File: config.mk
export PLATFORM = sky130hd
export DESIGN_NAME = pc_unit
export DESIGN_NICKNAME = d
export VERILOG_FILES = /design/src/rtl/pc_unit.sv
export SDC_FILE = /design/constraint.sdc
export NUM_CORES = 1
export LEC_CHECK = 0
export CAP_MARGIN = 40
export CORE_ASPECT_RATIO = 0.6
export CORE_MARGIN = 8
export CORE_UTILIZATION = 25
export CTS_CLUSTER_SIZE = 24
export DETAILED_ROUTE_END_ITERATION = 8
export PLACE_DENSITY_LB_ADDON = 0.2
export SYNTH_ARGS = -nofsm -noshare
export SYNTH_HDL_FRONTEND = slang
export SYNTH_SLANG_ARGS = --single-unit
File: constraint.sdc
create_clock -name i_clk -period 3.01 [get_ports i_clk]
set_input_delay 0.7525 -clock i_clk [delete_from_list [all_inputs] [get_ports i_clk]]
set_output_delay 0.7525 -clock i_clk [all_outputs]
set_load 0.02 [all_outputs]
File: src/rtl/pc_unit.sv
// Program-counter unit: increment, absolute load, relative branch with page fix-up, return stack.
// Latency: 1 cycle per command; a page-crossing BRANCH takes 2 cycles (IDLE -> FIXUP -> IDLE).
// Backpressure: i_ce low freezes all state; commands presented during FIXUP are ignored (o_busy high).
module pc_unit #(
  parameter int ADDR_WIDTH  = 16,
  parameter int PAGE_BITS   = 8,
  parameter int STACK_DEPTH = 4,
  parameter logic [ADDR_WIDTH-1:0] RESET_PC = 16'hFFFC
) (
  input  logic                  i_clk,
  input  logic                  i_reset_n,
  input  logic                  i_ce,
  input  logic [2:0]            i_cmd,
  input  logic [ADDR_WIDTH-1:0] i_addr,
  input  logic [PAGE_BITS-1:0]  i_offset,
  output logic [ADDR_WIDTH-1:0] o_pc,
  output logic                  o_busy,
  output logic                  o_page_cross,
  output logic                  o_stack_full,
  output logic                  o_stack_empty,
  output logic                  o_stack_err
);

  localparam int HI_BITS = ADDR_WIDTH - PAGE_BITS;
  localparam int PTR_W   = $clog2(STACK_DEPTH);
  localparam int CNT_W   = PTR_W + 1;

  localparam logic [2:0] CMD_HOLD   = 3'd0;
  localparam logic [2:0] CMD_INC    = 3'd1;
  localparam logic [2:0] CMD_LOAD   = 3'd2;
  localparam logic [2:0] CMD_BRANCH = 3'd3;
  localparam logic [2:0] CMD_CALL   = 3'd4;
  localparam logic [2:0] CMD_RET    = 3'd5;

  localparam logic [ADDR_WIDTH-1:0] PC_ONE  = 1;
  localparam logic [HI_BITS-1:0]    HI_ONE  = 1;
  localparam logic [CNT_W-1:0]      CNT_ONE = 1;
  localparam logic [CNT_W-1:0]      CNT_MAX = CNT_W'(STACK_DEPTH);

  typedef enum logic {IDLE, FIXUP} state_t;

  state_t                  state;
  logic                    fix_fwd;
  logic [CNT_W-1:0]        cnt;
  logic [ADDR_WIDTH-1:0]   stack_mem [STACK_DEPTH];

  logic [HI_BITS-1:0]      pch;
  logic [PAGE_BITS-1:0]    pcl;
  logic [ADDR_WIDTH-1:0]   pc_inc;
  logic [PAGE_BITS:0]      br_sum;
  logic [CNT_W-1:0]        cnt_m1;
  logic [PTR_W-1:0]        push_idx;
  logic [PTR_W-1:0]        pop_idx;

  // PC field split, increment, branch sum and stack pointers derived from registered state.
  always_comb begin
    pch      = o_pc[ADDR_WIDTH-1:PAGE_BITS];
    pcl      = o_pc[PAGE_BITS-1:0];
    pc_inc   = o_pc + PC_ONE;
    // In-page PCL zero-extended plus sign-extended offset; bit PAGE_BITS set means the
    // result left the current page (overflow for forward, underflow for backward).
    br_sum   = {1'b0, pcl} + {i_offset[PAGE_BITS-1], i_offset};
    cnt_m1   = cnt - CNT_ONE;
    push_idx = cnt[PTR_W-1:0];
    pop_idx  = cnt_m1[PTR_W-1:0];
  end

  assign o_stack_full  = (cnt == CNT_MAX);
  assign o_stack_empty = (cnt == '0);

  // Control FSM, PC register, stack count and one-cycle status pulses (phi2: falling edge).
  always_ff @(negedge i_clk) begin
    if (!i_reset_n) begin
      state        <= IDLE;
      fix_fwd      <= 1'b0;
      o_pc         <= RESET_PC;
      o_busy       <= 1'b0;
      o_page_cross <= 1'b0;
      o_stack_err  <= 1'b0;
      cnt          <= '0;
    end else if (i_ce) begin
      o_page_cross <= 1'b0;
      o_stack_err  <= 1'b0;
      if (state == FIXUP) begin
        // Second branch cycle: only PCH moves; the command input is ignored.
        o_pc[ADDR_WIDTH-1:PAGE_BITS] <= fix_fwd ? (pch + HI_ONE) : (pch - HI_ONE);
        state  <= IDLE;
        o_busy <= 1'b0;
      end else begin
        case (i_cmd)
          CMD_HOLD: ;
          CMD_INC:  o_pc <= pc_inc;
          CMD_LOAD: o_pc <= i_addr;
          CMD_BRANCH: begin
            o_pc[PAGE_BITS-1:0] <= br_sum[PAGE_BITS-1:0];
            if (br_sum[PAGE_BITS]) begin
              state        <= FIXUP;
              o_busy       <= 1'b1;
              o_page_cross <= 1'b1;
              fix_fwd      <= ~i_offset[PAGE_BITS-1];
            end
          end
          CMD_CALL: begin
            o_pc <= i_addr;
            if (o_stack_full) o_stack_err <= 1'b1;
            else              cnt         <= cnt + CNT_ONE;
          end
          CMD_RET: begin
            if (o_stack_empty) begin
              o_stack_err <= 1'b1;
            end else begin
              o_pc <= stack_mem[pop_idx];
              cnt  <= cnt_m1;
            end
          end
          default: ;
        endcase
      end
    end
  end

  // Return-address storage; contents need no reset since the count gates every read.
  always_ff @(negedge i_clk) begin
    if (i_reset_n && i_ce && state == IDLE && i_cmd == CMD_CALL && !o_stack_full)
      stack_mem[push_idx] <= pc_inc;
  end

endmodule

# Yosys cells after proc, flatten, opt, wreduce, memory -nomap -nowiden
# Memory sizes are Yosys's and may differ from the RTL's.
# Cells that the tools add are included.
[totals] ff_bits=23 ram_bits=64 output_inout_bits=21 elab_cells=62 memories=1
[classes] n_addsub=6 n_eq_ne=9 muxes=20 n_bitwise=2 n_reduce_logical=17
[mem_list] memory="stack_mem" depth=4 word_bits=16 read_ports=1 rd_clocked_by_memory_dff=0 write_ports=1 line_no="45" text="logic [ADDR_WIDTH-1:0] stack_mem [STACK_DEPTH];"
[op_table] cell="8-bit case mux with 4 select lines" n=1
[op_table] cell="8-bit case mux with 3 select lines" n=1
[op_table] cell="16-bit by 1-bit adder with 16-bit output, second input constant" n=1
[op_table] cell="16-bit two-way mux" n=1
[op_table] cell="8-bit two-way mux" n=2
[op_table] cell="1-bit two-way mux" n=11
[op_table] cell="8-bit by 9-bit adder with 9-bit output" n=1
[op_table] cell="3-bit equality test, second input constant" n=3
[op_table] cell="8-bit by 1-bit adder with 8-bit output, second input constant" n=1
[op_table] cell="4-bit AND reduction" n=2
[op_table] cell="4-bit nonzero test" n=2
[op_table] cell="8-bit by 1-bit subtractor with 8-bit output, second input constant" n=1
[op_table] cell="3-bit by 2-bit equality test with 1-bit output, second input constant" n=2
[op_table] cell="3-bit two-way mux" n=2
[op_table] cell="3-bit case mux with 2 select lines" n=1
[op_table] cell="3-bit AND reduction" n=2
[op_table] cell="2-bit nonzero test" n=3
[op_table] cell="5-bit AND reduction" n=1
[op_table] cell="1-bit logical AND" n=4
[op_table] cell="2-bit != test, second input constant" n=2
[op_table] cell="3-bit by 1-bit adder with 3-bit output, second input constant" n=1
[op_table] cell="3-bit by 1-bit equality test with 1-bit output, second input constant" n=1
[op_table] cell="3-bit zero test" n=1
[op_table] cell="3-bit != test, second input constant" n=1
[op_table] cell="other kinds (5)" n=6

# Depth between registers and ports, before layout
[logic_depth] ltp_word=6 mapped_depth=10 depth_no_buf=8

==> summary.txt <==
Synthesis
  • Synth area leaders: edfxtp_1, dfxtp_1, mux4_2
  • Synth Area in Simple Gates: 0.145
  • Synth Warn #: 0
  • Synth Area in Compound Gates: 0.162
  • Largest family of logic cells by synthesized area: compound AO/OA/AOI/OAI gates
  • Netlist cell types: between 70 and 80
  • Syn Inst Count: around 450
  • Post-synthesis mux area share: 0.0828
  • Primary FF master, synth: edfxtp_1
  • Post-synthesis xor/xnor area fraction: 0.0453
  • Post-synth top area share: 0.382
  • Most frequent cell after synthesis: edfxtp_1
  • Synth Register Bits: between 80 and 90
  • Mean Syn Cell Area: between 10 and 15 µm²
  • Post-synth EDFFs: 64
  • Cell accounting for the most synthesized area: edfxtp_1
  • Commonest cells post-synth: edfxtp_1, nand2_1, a21oi_1, dfxtp_1, inv_1
  • Post-synthesis sequential area ratio: 0.474
  • Async SR Flop Fraction: 0
  • Synth Cell Area: approximately 5000 µm²
  • Synth Area in Adders: 0.0577
  • Net Count, Synth: 499

Die
  • Initial core utilization: 0.253
  • Die ar.: ~25000 µm²
  • Vert. Die Dim: around 130 µm
  • Cell row count: 40
  • Core footprint: between 15000 and 20000 µm²
  • I/O pin count: between 50 and 60
  • Die W: roughly 200 µm

CTS
  • Cts-stage hold buffer count: 0
  • CTS max path bufs: 2
  • Clock sink count: between 80 and 90
  • Clock buffer count from CTS: 9
  • Clk slew on worst S/H paths: approximately 0.03 ns
  • CTS Root Cell: clkbuf_16
  • Clock latency on the worst-skew pair: around 0.42 ns
  • CTS tree: yes
  • H-tree Lvls: 3

Setup path
  • Crit path required time: ~2.3 ns
  • CP Data Arrival Time: around 2.7 ns
  • Max FO, Critical Path: 3
  • Worst setup SP type: flop
  • CP Capture Type: primary output
  • Crit Path Category: reg2out

Power and ir drop
  • Leak: 3.31 nW
  • Cell Pwr Density: between 400 and 500 nW/µm²
  • Total power: approximately 3.9 mW
  • Worst VDD drop: 0.283 mV

Global route
  • Vias in the first global route: 5145
  • First-pass GRT wire length: 27200 µm
  • Gr usage total: 0.140
  • Congestion Overflow GR: 0
  • Largest net degree at the start of global routing: 21
  • Initial antenna violation count: 0

Place
  • Worst slack, placed: -1.23 ns
  • GPL Wtd Cong: slightly above 0.8
  • Placement Cell Area: ~6800 µm²
  • Port bufs: 50
  • Dpl cells: 850
  • Post-DP HPWL: roughly 12000 µm

Finish
  • Fin nets: roughly 760
  • Area growth, synth to finish: 66.4%
  • Register area: around 2400 µm²
  • Share of cells above drive strength 1: 0.454
  • # fillers: ~1900
  • Layout Utilization: 0.421
  • Diodes inserted: 0
  • Multi-input gate area: between 3000 and 4000 µm²
  • Design Area, Final: 8370 µm²
  • Non-filler cells, final: 985

STA
  • Hold_ws: roughly 0.60 ns
  • Final Slew Violations: 0
  • Rel. slew slack: 0.617
  • Final Worst Setup Slack: -0.454 ns
  • Setup TNS Final: -21.06 ns
  • # setup viols final: 106
  • Worst-margin pin slew: 0.573 ns
  • Final hold violation count: 0
  • RSZ-0062 raised after global routing: true
  • Clock skew: between 0.02 and 0.025 ns

Route
  • Residual DRC: 0
  • Vias/cell: approximately 4.7
  • Pre-Repair DR Iteration Count: 5
  • Drt total wl: about 17000 µm
  • ANT nets after route: 0
  • WL/cell: around 17 µm
  • Iter 0 DRT Violations: about 260
  • Vias: 4640

Status
  • Status: finished with violations
  • Failing checks: negative setup slack

Min path
  • Worst hold-check path type: reg2reg

Flow run
  • Max-Cap Viols: 0
==> layout by cell type (no fill, tap or decap), types with 6 or more instances in the layout <==
| cell | instances |
|---|---|
| buf_8 | 8 |
| xor2_1 | 12 |
| clkbuf_16 | 9 |
| dfxtp_2 | 19 |
| ha_4 | 9 |
| o21ai_0 | 8 |
| nand4_1 | 6 |
| buf_6 | 47 |
| inv_1 | 101 |
| buf_12 | 10 |
| a21oi_2 | 8 |
| nor2_1 | 14 |
| a21oi_1 | 21 |
| nand2b_1 | 7 |
| nand2_2 | 6 |
| xnor2_1 | 9 |
| o21ai_1 | 6 |
| mux2i_1 | 9 |
| nand3_1 | 6 |
| ha_1 | 11 |
| nand2_1 | 26 |
| mux4_2 | 13 |
| edfxtp_1 | 64 |
| clkdlybuf4s50_1 | 14 |
| buf_4 | 92 |
==> sequential cells by signal (all words and copies together), names as in the netlist <==
signal / flops
fix_fwd: 1
stack_mem: 64
o_pc: 16
o_stack_err: 1
o_busy: 1
state: 1
cnt: 3
==> critical path, stage by stage, from the launching register on <==
cell and delay [ns]:
dfxtp_2 0.34, inv_4 0.04, ha_4 0.15, and2_4 0.15
buf_6 0.12
==> report_power, final <==
part / internal [mW] / switching [mW]
Sequential: 1.33 / 0.0161
Combinational: 0.443 / 0.473
Clock: 0.820 / 0.819
Total: 2.59 / 1.31
==> final cells by class <==
class | count | share of cell area
Clock buffer | 9 | 0.0269
Tap cell | 273 | 0.0408
Clock inverter | 94 | 0.0505
Sequential cell | 87 | 0.288
Timing Repair Buffer | 180 | 0.208
Multi-Input combinational cell | 321 | 0.374
Inverter | 21 | 0.0106
==> cells by family after synthesis <==
family / Yosys count
buffers and inverters: 39
adder cells (fa/ha/maj): 22
AND/OR/NAND/NOR: 131
XOR/XNOR: 26
multiplexers: 25
flip-flops: 87
AO/OA/AOI/OAI: 117
==> timing repair <==
item,CTS,global route
buffers inserted,29,6
cloned,1,0
endpoints found under the setup margin,108,107
pin swaps,62,33
resized for setup,301,28
==> final timing paths <==
check / from / endpoint / slack, ns / cells after the start
max: cnt[0]$_SDFFE_NN0P_ / o_stack_full / -0.45 / 4
min: o_busy$_SDFFE_NN0P_ / o_busy$_SDFFE_NN0P_ / 0.60 / 3
max reg2reg: o_pc[4]$_SDFFE_NN1P_ / o_pc[15]$_SDFFE_NN1P_ / 0.76 / 6
min reg2reg: o_busy$_SDFFE_NN0P_ / o_busy$_SDFFE_NN0P_ / 0.60 / 3
==> layer usage <==
layer / up-vias / wire [µm] / GRT usage
li1: 2247 / - / -
met1: 2254 / 8470 / 0.187
met2: 120 / 7490 / 0.201
met3: 19 / 989 / 0.0540
met4: 0 / 177 / 0.0543
met5: - / 0 / 0
Note: power is estimated with default switching activity, not from simulation.
